$ cat src/rtl/rs_alu.sv
// Reservation station for the integer ALU: buffers dispatched ops, snoops ALU/LSB
// result broadcasts, issues one ready op per cycle. Optional macro RS_AGE_SELECT_EN.

module rs_alu_entry #(
  parameter int ROB_WIDTH = 4
`ifdef RS_AGE_SELECT_EN
  , parameter int RS_WIDTH = 3
`endif
) (
  input  logic                 clk,
  input  logic                 rst_n,
  input  logic                 rdy,
  input  logic                 clear,
  input  logic                 wr,
  input  logic                 take,
  input  logic [3:0]           d_opcode,
  input  logic [31:0]          d_vj,
  input  logic                 d_qj_busy,
  input  logic [ROB_WIDTH-1:0] d_qj,
  input  logic [31:0]          d_vk,
  input  logic                 d_qk_busy,
  input  logic [ROB_WIDTH-1:0] d_qk,
  input  logic [ROB_WIDTH-1:0] d_tag,
  input  logic                 alu_done,
  input  logic [31:0]          alu_value,
  input  logic [ROB_WIDTH-1:0] alu_tag,
  input  logic                 lsb_done,
  input  logic [31:0]          lsb_value,
  input  logic [ROB_WIDTH-1:0] lsb_tag,
  output logic                 busy,
  output logic                 ready,
  output logic [3:0]           opcode,
  output logic [31:0]          vj,
  output logic [31:0]          vk,
  output logic [ROB_WIDTH-1:0] tag
`ifdef RS_AGE_SELECT_EN
  , output logic [RS_WIDTH-1:0] age
`endif
);
  logic                 qj_busy, qk_busy;
  logic [ROB_WIDTH-1:0] qj, qk;

  assign ready = busy & ~qj_busy & ~qk_busy;

  always_ff @(posedge clk or negedge rst_n) begin
    if (!rst_n) begin
      busy    <= 1'b0;
      opcode  <= '0;
      vj      <= '0;
      vk      <= '0;
      qj_busy <= 1'b0;
      qk_busy <= 1'b0;
      qj      <= '0;
      qk      <= '0;
      tag     <= '0;
`ifdef RS_AGE_SELECT_EN
      age     <= '0;
`endif
    end else if (rdy) begin
      if (clear) begin
        busy <= 1'b0;
      end else if (wr) begin
        busy    <= 1'b1;
        opcode  <= d_opcode;
        vj      <= d_vj;
        vk      <= d_vk;
        qj_busy <= d_qj_busy;
        qk_busy <= d_qk_busy;
        qj      <= d_qj;
        qk      <= d_qk;
        tag     <= d_tag;
`ifdef RS_AGE_SELECT_EN
        age     <= '0;
`endif
      end else if (busy) begin
        if (take) begin
          busy <= 1'b0;
        end else begin
          // ALU wins if both broadcasts name the same tag
          if (qj_busy) begin
            if (alu_done && qj == alu_tag) begin
              vj <= alu_value; qj_busy <= 1'b0;
            end else if (lsb_done && qj == lsb_tag) begin
              vj <= lsb_value; qj_busy <= 1'b0;
            end
          end
          if (qk_busy) begin
            if (alu_done && qk == alu_tag) begin
              vk <= alu_value; qk_busy <= 1'b0;
            end else if (lsb_done && qk == lsb_tag) begin
              vk <= lsb_value; qk_busy <= 1'b0;
            end
          end
`ifdef RS_AGE_SELECT_EN
          if (age != '1) age <= age + 1'b1;
`endif
        end
      end
    end
  end
endmodule

module rs_alu #(
  parameter int RS_WIDTH  = 3,
  parameter int ROB_WIDTH = 4
) (
  input  logic                 clk_in,
  input  logic                 rst_in,
  input  logic                 rdy_in,
  input  logic                 clear_signal,
  input  logic                 dispatch_signal,
  input  logic [3:0]           dispatch_opcode,
  input  logic [31:0]          dispatch_vj,
  input  logic                 dispatch_qj_busy,
  input  logic [ROB_WIDTH-1:0] dispatch_qj,
  input  logic [31:0]          dispatch_vk,
  input  logic                 dispatch_qk_busy,
  input  logic [ROB_WIDTH-1:0] dispatch_qk,
  input  logic [ROB_WIDTH-1:0] dispatch_tag,
  output logic                 rs_full,
  input  logic                 alu_done,
  input  logic [31:0]          alu_value,
  input  logic [ROB_WIDTH-1:0] alu_tag,
  input  logic                 lsb_done,
  input  logic [31:0]          lsb_value,
  input  logic [ROB_WIDTH-1:0] lsb_tag,
  output logic                 cal_signal,
  output logic [3:0]           opcode,
  output logic [31:0]          lhs,
  output logic [31:0]          rhs,
  output logic [ROB_WIDTH-1:0] tag
);
  localparam int N = 1 << RS_WIDTH;

  typedef struct packed {
    logic [3:0]           opcode;
    logic [31:0]          lhs;
    logic [31:0]          rhs;
    logic [ROB_WIDTH-1:0] tag;
  } issue_t;

  logic [N-1:0]                busy, ready, wr, take;
  logic [N-1:0][3:0]           e_op;
  logic [N-1:0][31:0]          e_vj, e_vk;
  logic [N-1:0][ROB_WIDTH-1:0] e_tag;
`ifdef RS_AGE_SELECT_EN
  logic [N-1:0][RS_WIDTH-1:0]  e_age;
  logic [RS_WIDTH-1:0]         best_age;
`endif

  logic [RS_WIDTH-1:0] free_idx, iss_idx;
  logic                free_any, iss_any, dispatch_fire, issue_fire;
  logic                d_qjb, d_qkb;
  logic [31:0]         d_vj, d_vk;
  issue_t              iss_q;
  logic                cal_q;

  assign rs_full = &busy;

  // Operand bypass for a broadcast landing in the same cycle as dispatch
  always_comb begin
    d_qjb = dispatch_qj_busy;
    d_vj  = dispatch_vj;
    if (dispatch_qj_busy) begin
      if (alu_done && alu_tag == dispatch_qj) begin
        d_qjb = 1'b0; d_vj = alu_value;
      end else if (lsb_done && lsb_tag == dispatch_qj) begin
        d_qjb = 1'b0; d_vj = lsb_value;
      end
    end
    d_qkb = dispatch_qk_busy;
    d_vk  = dispatch_vk;
    if (dispatch_qk_busy) begin
      if (alu_done && alu_tag == dispatch_qk) begin
        d_qkb = 1'b0; d_vk = alu_value;
      end else if (lsb_done && lsb_tag == dispatch_qk) begin
        d_qkb = 1'b0; d_vk = lsb_value;
      end
    end
  end

  always_comb begin
    free_idx = '0;
    free_any = 1'b0;
    for (int i = N-1; i >= 0; i--) begin
      if (!busy[i]) begin
        free_idx = RS_WIDTH'(i);
        free_any = 1'b1;
      end
    end
  end

  always_comb begin
    iss_idx = '0;
    iss_any = 1'b0;
`ifdef RS_AGE_SELECT_EN
    best_age = '0;
    // Strict compare keeps the lowest index on equal (saturated) ages
    for (int i = 0; i < N; i++) begin
      if (ready[i] && (!iss_any || e_age[i] > best_age)) begin
        iss_idx  = RS_WIDTH'(i);
        iss_any  = 1'b1;
        best_age = e_age[i];
      end
    end
`else
    for (int i = N-1; i >= 0; i--) begin
      if (ready[i]) begin
        iss_idx = RS_WIDTH'(i);
        iss_any = 1'b1;
      end
    end
`endif
  end

  assign dispatch_fire = rdy_in & ~clear_signal & dispatch_signal & free_any;
  assign issue_fire    = rdy_in & ~clear_signal & iss_any;

  always_comb begin
    wr   = '0;
    take = '0;
    for (int i = 0; i < N; i++) begin
      wr[i]   = dispatch_fire && (free_idx == RS_WIDTH'(i));
      take[i] = issue_fire && (iss_idx == RS_WIDTH'(i));
    end
  end

  for (genvar g = 0; g < N; g++) begin : g_ent
    rs_alu_entry #(
      .ROB_WIDTH(ROB_WIDTH)
`ifdef RS_AGE_SELECT_EN
      , .RS_WIDTH(RS_WIDTH)
`endif
    ) u_ent (
      .clk(clk_in), .rst_n(rst_in), .rdy(rdy_in), .clear(clear_signal),
      .wr(wr[g]), .take(take[g]),
      .d_opcode(dispatch_opcode), .d_vj(d_vj), .d_qj_busy(d_qjb), .d_qj(dispatch_qj),
      .d_vk(d_vk), .d_qk_busy(d_qkb), .d_qk(dispatch_qk), .d_tag(dispatch_tag),
      .alu_done(alu_done), .alu_value(alu_value), .alu_tag(alu_tag),
      .lsb_done(lsb_done), .lsb_value(lsb_value), .lsb_tag(lsb_tag),
      .busy(busy[g]), .ready(ready[g]), .opcode(e_op[g]),
      .vj(e_vj[g]), .vk(e_vk[g]), .tag(e_tag[g])
`ifdef RS_AGE_SELECT_EN
      , .age(e_age[g])
`endif
    );
  end

  // Payload only reloads on issue; it holds across idle cycles and pauses
  always_ff @(posedge clk_in or negedge rst_in) begin
    if (!rst_in) begin
      cal_q <= 1'b0;
      iss_q <= '0;
    end else if (rdy_in) begin
      cal_q <= issue_fire;
      if (issue_fire) begin
        iss_q.opcode <= e_op[iss_idx];
        iss_q.lhs    <= e_vj[iss_idx];
        iss_q.rhs    <= e_vk[iss_idx];
        iss_q.tag    <= e_tag[iss_idx];
      end
    end
  end

  assign cal_signal = cal_q;
  assign opcode     = iss_q.opcode;
  assign lhs        = iss_q.lhs;
  assign rhs        = iss_q.rhs;
  assign tag        = iss_q.tag;
endmodule

$ cat config.mk
export PLATFORM = sky130hd
export DESIGN_NAME = rs_alu
export DESIGN_NICKNAME = d
export VERILOG_FILES = /design/src/rtl/rs_alu.sv
export SDC_FILE = /design/constraint.sdc
export NUM_CORES = 2
export LEC_CHECK = 0
export ABC_AREA = 1
export CORE_UTILIZATION = 50
export DETAILED_ROUTE_END_ITERATION = 7
export PLACE_DENSITY_LB_ADDON = 0.08
export SETUP_SLACK_MARGIN = 0.3
export SLEW_MARGIN = 0
export SYNTH_ARGS = -nofsm -noshare
export SYNTH_HDL_FRONTEND = slang
export SYNTH_SLANG_ARGS = --single-unit
export TNS_END_PERCENT = 50
$ cat constraint.sdc
create_clock -name clk_in -period 3.5 [get_ports clk_in]
set_input_delay 0.7 -clock clk_in [delete_from_list [all_inputs] [get_ports clk_in]]
set_output_delay 0.7 -clock clk_in [all_outputs]
set_load 0.05 [all_outputs]
== Word-level counts from Yosys, hierarchy flattened ==
Cells that the tools add are included.
Storage, ports and cells
  output and inout port bits: 74
  register bits after elaboration: 737
  logic and storage cells: 577
  input bits: 161
Cells by class
  reductions and logical operators: 128
  mux-type cells: 276
  $lt $le $gt $ge: 1
  equal/unequal tests: 58
  bitwise operators: 37
Operators with widths (number)
  $mux W32: 104
  $bmux W32 S3: 2
  $mux W1: 150
  $eq A4 B4 Y1: 36
  $reduce_and A6 Y1: 16
  $logic_and A1 B1 Y1: 52
  $mux W3: 16
  $reduce_bool A2 Y1: 24
  $reduce_bool A3 Y1: 16
  $reduce_and A4 Y1: 8
  $bmux W4 S3: 2
  $eq A3 B3 Y1 const B: 8
  $reduce_and A3 Y1: 8
  $and A1 B1 Y1: 20
  $not A1 Y1: 17
  $ne A2 B1 Y1 const B: 8
  $eq A3 B2 Y1 const B: 4
  $mux W4: 2
  $reduce_and A8 Y1: 1
  $eq A3 B1 Y1 const B: 2
  $logic_not A3 Y1: 2
  $lt A3 B4 Y1 const B: 1
  $reduce_and A2 Y1: 1

== Longest topological paths before layout ==
  depth in word-level cells: 17
  depth in mapped cells: 18
  depth with buffers taken out: 15

== Modules after synthesis ==
From an unflattened synthesis, not the netlist that was laid out.
Second synthesis, totals
  cells, all modules: 8708
  area, all modules: 53981.8 um^2
By module, submodules not included
  rs_alu_entry (g_ent[0].u_ent ...): instances 7, area each 5318.9 um^2, seq. area each 2077.0 um^2, cells each 829
  rs_alu: instances 1, area each 11397.2 um^2, seq. area each 1826.8 um^2, cells each 2075
  rs_alu_entry (g_ent[2].u_ent): instances 1, area each 5352.6 um^2, seq. area each 2077.0 um^2, cells each 830

== Least setup slack after synthesis ==
OpenSTA, ideal clock, no wires.
  kind: in2reg
  start: in alu_tag[1]
  end: reg g_ent[5].u_ent.vk[12]
  library setup time: 0.118 ns
  stages on the path: 14
  required time: 3.382 ns
  buffers on the path: 5
  arrival: 2.257 ns
  setup slack: 1.125 ns
  cells stage by stage: buf_2 inv_1 buf_2 buf_4 o22ai_1 nor2_1 nand4_1 buf_2 clkbuf_1 nand2_1 o211ai_1 nand2_1 nand3_1 nand2_1
On the way
  cells in the longest elaborated chain, start to end: 7
  elaborated cells between the ends (all ways): 13
  those cells by class: eq/ne: 2; mux: 7; reduce/logical: 4
RTL lines
  start: declaration: line 123  | input logic [ROB_WIDTH-1:0] alu_tag,
  $eq A4 B4 Y1: line 88  | if (alu_done && qk == alu_tag) begin
  $logic_and A1 B1 Y1: line 88
  $mux W32: line 88
  $mux W32: line 87  | if (qk_busy) begin
  $mux W32: line 76  | if (take) begin
  $mux W32: line 75  | end else if (busy) begin
  $mux W32: line 62  | end else if (wr) begin
  end signal: assignment: line 66  | vk <= d_vk;
  end: declaration: line 34  | output logic [31:0] vk,
Several ways; a longest one is shown, not always the timed one. The select of a mux whose other input is x is not followed.
A chain may end at the register's enable or synchronous reset.

== Final worst setup path ==
  start: reg g_ent[0].u_ent.busy
  end: reg tag[0] (netlist name)
On the way
  cells in the longest elaborated chain, start to end: 5
  elaborated cells between the ends (all ways): 8
  those cells by class: mux: 4; bitwise: 3; reduce/logical: 1
RTL lines
  start: declaration: line 30  | output logic busy,
  start signal: assignment: line 47  | busy <= 1'b0;
  start signal: assignment: line 61  | busy <= 1'b0;
  start signal: assignment: line 63  | busy <= 1'b1;
  $and A1 B1 Y1 (*) (2 in a row): line 43  | assign ready = busy & ~qj_busy & ~qk_busy;
  $mux W3 / $mux W1 (equally long branches): line 208  | if (ready[i]) begin
  $bmux W4 S3 / $and A1 B1 Y1 (equally long branches): line 260, 217
  $mux W4 (implied by the code) / $reduce_and A2 Y1 (equally long branches)
Every way passes the cells marked *; elsewhere a longest branch is shown, timed or not. The select of a mux whose other input is x is not followed.

==> impl_metrics.tcl <==
set metrics [dict create \
    outcome "finished, final reports clean" \
    globalRouteTotalUtil 0.4430 \
    start_util 0.5041 \
    fillers 9224 \
    dieWidth_um 314.3 \
    dieArea_mm2 0.09876 \
    cts_tree "yes" \
    setup.worst_path.start "g_ent[0].u_ent.busy" \
    synth_cell_types 35 \
    synth-edff-count 0 \
    dp_hpwl_um 134400 \
    max_stage_delay_ns 0.83 \
    cts_max_path_buffers 3 \
    internal_power_mw 16.53 \
    final_cells 8975 \
    pwr-share-comb 0.190 \
    p_sw_frac 0.3133 \
    die_y_um 314.3 \
    syn_inst 7681 \
    end_kind "flop" \
    ir_drop_mv 0.3553 \
    drive_above_1_share 0.06860 \
    final_util 0.5889 \
    seqPwrFrac 0.391 \
    grt_pass1_wl_um 328300 \
    postRouteAntennaNets 0 \
    worstMarginPinSlew_ns 1.166 \
    crit_path_cell_trace "nand3_4 -> nand2_1 -> nor2_1 -> nor2_4 -> a21oi_4 -> buf_4 -> nand2_1 -> nand3_1" \
    p_total_mw 24.07 \
    wire_per_inst_um 24.72 \
    synth_area_leaders "dfrtp_1 (38%), nand2_1 (26%), o21ai_0 (12%)" \
    viasPerCell 6.179 \
    coreArea_mm2 0.09671 \
    ys_seq_area_frac 0.3783 \
    leakage_nw 28.46 \
    path_class "reg -> reg" \
    fin_nets 7782 \
    cts_setup_buffers 0 \
    io_pins 235 \
    synth_flop_cell "dfrtp_1" \
    post-route-min-period_ns 2.976 \
    worst_hold_path_type "reg -> reg" \
    cp_max_fo 22 \
    critPathBufInv 1 \
    worstPathRequired_ns 4.11 \
    p_per_area_mw_per_mm2 422.7 \
    globalplace.congestion 0.9584 \
    rr_worst_depth 8 \
    synth_fp_nets 7842 \
    fin_skew_ns 0.02949 \
    cpLargestDelayFamily "simple AND/OR/NAND/NOR gates" \
    ys_ff_latch 737 \
    reg2reg_slack_ns 0.52 \
    endpoint "tag[0]" \
    routed_wl_um 221900 \
    rr_endpoint "tag[0]" \
    cts_buffers 89 \
    layout_common_cells "nand2_1 (3395), o21ai_0 (1129), nand3_1 (738), dfrtp_1 (737), clkdlybuf4s50_1 (232)" \
    max_slew_margin 0.2226 \
    arrival_ns 3.59 \
    maxSlewViolCount 0 \
    clock_latency_ns 0.69 \
    synth_top_area_cell "dfrtp_1" \
    setup_viol 0 \
    path_depth 8 \
    r2r-start "g_ent[0].u_ent.busy" \
    layout_commonest_cell "nand2_1" \
    fin_setup_tns_ns 0 \
    min_period_over_period 0.8502 \
    yosys.area.top_type_share 0.3783 \
    cts_root_buf "clkbuf_16" \
    dpl.cell_count 8805 \
    crit_path_frequent_cell "nand2_1" \
    clock.fmax_mhz 336.0 \
    cpMaxStageDelayCell "a21oi_4" \
    rsz0062_at_grt "no" \
    fin_hold_ws_ns 0.4713 \
    finalHoldViolations 0 \
    portBuffers 234 \
    clock_power_share 0.419 \
    overflow 0 \
    clk_pin_slew_worst_paths_ns 0.06 \
    vias 55460 \
    avgSynthCellArea_um2 6.347 \
    power.net_switching_mw 7.543 \
    drt_iter0_markers 8281 \
    synth_warnings 0 \
    grt_pass1_vias 51200 \
    grt_max_degree 145 \
    dr.pass1.iters 8 \
    syn_to_final_growth_pct 16.81 \
    rows 114 \
    htreeDepth 3 \
    critPathLaunchType "flop" \
    synthesis.area_mm2 0.04875 \
    drv_cap 0 \
    clock_sinks 737 \
    antenna_found_initial 8 \
    drt_drc_violations_left 0 \
    async_reset_ff_frac 1.000 \
]
==> layer usage <==
layer / vias up / global-route usage / share of wire
met5: - / 0 / 0.00034
met4: 14 / 0.2233 / 0.056
met3: 807 / 0.1395 / 0.15
met2: 4128 / 0.6335 / 0.41
met1: 25640 / 0.6009 / 0.39
li1: 24870 / - / -
==> sequential cells by signal (all words and copies together) (netlist names) <==
register and flops:
lhs 32, g_ent.u_ent.qk_busy 8, cal_signal 1, g_ent.u_ent.vj 256, g_ent.u_ent.qj 32, g_ent.u_ent.opcode 32, g_ent.u_ent.qj_busy 8, g_ent.u_ent.vk 256
g_ent.u_ent.qk 32, rhs 32, opcode 4, tag 4, g_ent.u_ent.tag 32, g_ent.u_ent.busy 8
==> power by group through the flow <==
stage | Combinational, mW | Sequential, mW | Clock (mW)
floorplan | 1.96 | 10.0 | 0
global placement | 4.39 | 9.55 | 0
detailed placement | 4.43 | 9.55 | 0
CTS | 4.46 | 9.41 | 10.1
global route | 4.89 | 9.47 | 10.4
finish | 4.57 | 9.42 | 10.1
==> cell type report <==
type	count	area, um2	area share
clock buffer	139	2711	0.04761
clock inverter	28	396.6	0.006965
tap	1276	1597	0.02803
multi-input combinational	6027	26740	0.4695
timing repair buffer	541	6205	0.1090
sequential	737	18440	0.3238
antenna	2	5.005	0.00008788
inverter	225	854.6	0.01501
==> stage by stage <==
step | instance area (um2) | setup slack [ns]
after floorplan | 48750 | 1.125
after global placement | 53830 | 0.09493
after detailed placement | 53830 | 0.07826
after CTS | 56940 | 0.5230
after global routing | 56940 | 0.4279
final | 56950 | 0.5242
==> kinds of logic (layout without fill, tap and decap cells) <==
| logic type | Yosys count | in the layout | synth area share |
|---|---|---|---|
| AND/OR/NAND/NOR | 4680 | 4680 | 0.3989 |
| other | 0 | 2 | 0 |
| flip-flops | 737 | 737 | 0.3783 |
| XOR/XNOR | 36 | 36 | 0.006467 |
| buffers and inverters | 917 | 933 | 0.07691 |
| AO/OA/AOI/OAI | 1311 | 1311 | 0.1395 |
==> how the worst min path moves through the flow <==
stage / endpoint / start / cells after the start
final: g_ent[3].u_ent.vj[23] / g_ent[3].u_ent.vj[23] / 2
after global routing: g_ent[7].u_ent.vj[29] / g_ent[7].u_ent.vj[29] / 2
after CTS: g_ent[7].u_ent.vj[9] / g_ent[7].u_ent.vj[9] / 2
after detailed placement: g_ent[7].u_ent.vj[12] / g_ent[7].u_ent.vj[12] / 2
after global placement: g_ent[3].u_ent.vj[11] / g_ent[3].u_ent.vj[11] / 2
after floorplan: cal_signal / rst_in / 0
==> worst register-to-register path: cells and delay by family, from the launching register on <==
kind	cells	cell delay, ns
flip-flops	1	0.44
AO/OA/AOI/OAI	1	0.83
AND/OR/NAND/NOR	6	1.23
buffers and inverters	1	0.42
==> what timing repair did <==
| item | in CTS | in global routing |
|---|---|---|
| gates resized for setup | 1 | 0 |
| endpoints found under the hold margin | 7 | 0 |
| endpoints found under the setup margin | 1 | 0 |
| hold buffers | 1 | 0 |
==> synthesized netlist by cell type, types with 4 or more instances <==
library cell  count
nand2_1        3400
buf_4            16
o21ai_1          34
inv_2            23
buf_2           192
nand3_1         742
o22ai_1          29
nor2_2           17
xor2_1           14
inv_1           198
xnor2_1          22
clkinv_1          4
or2_2             8
nand4_1         205
a21oi_1          40
nand3_2           4
nand3b_1         83
o211ai_1         68
clkbuf_1        397
o21ai_0        1129
dfrtp_1         737
nor3_1            5
buf_1            86
nor2_1          210
No activity file was read; power rests on OpenSTA's default activity.
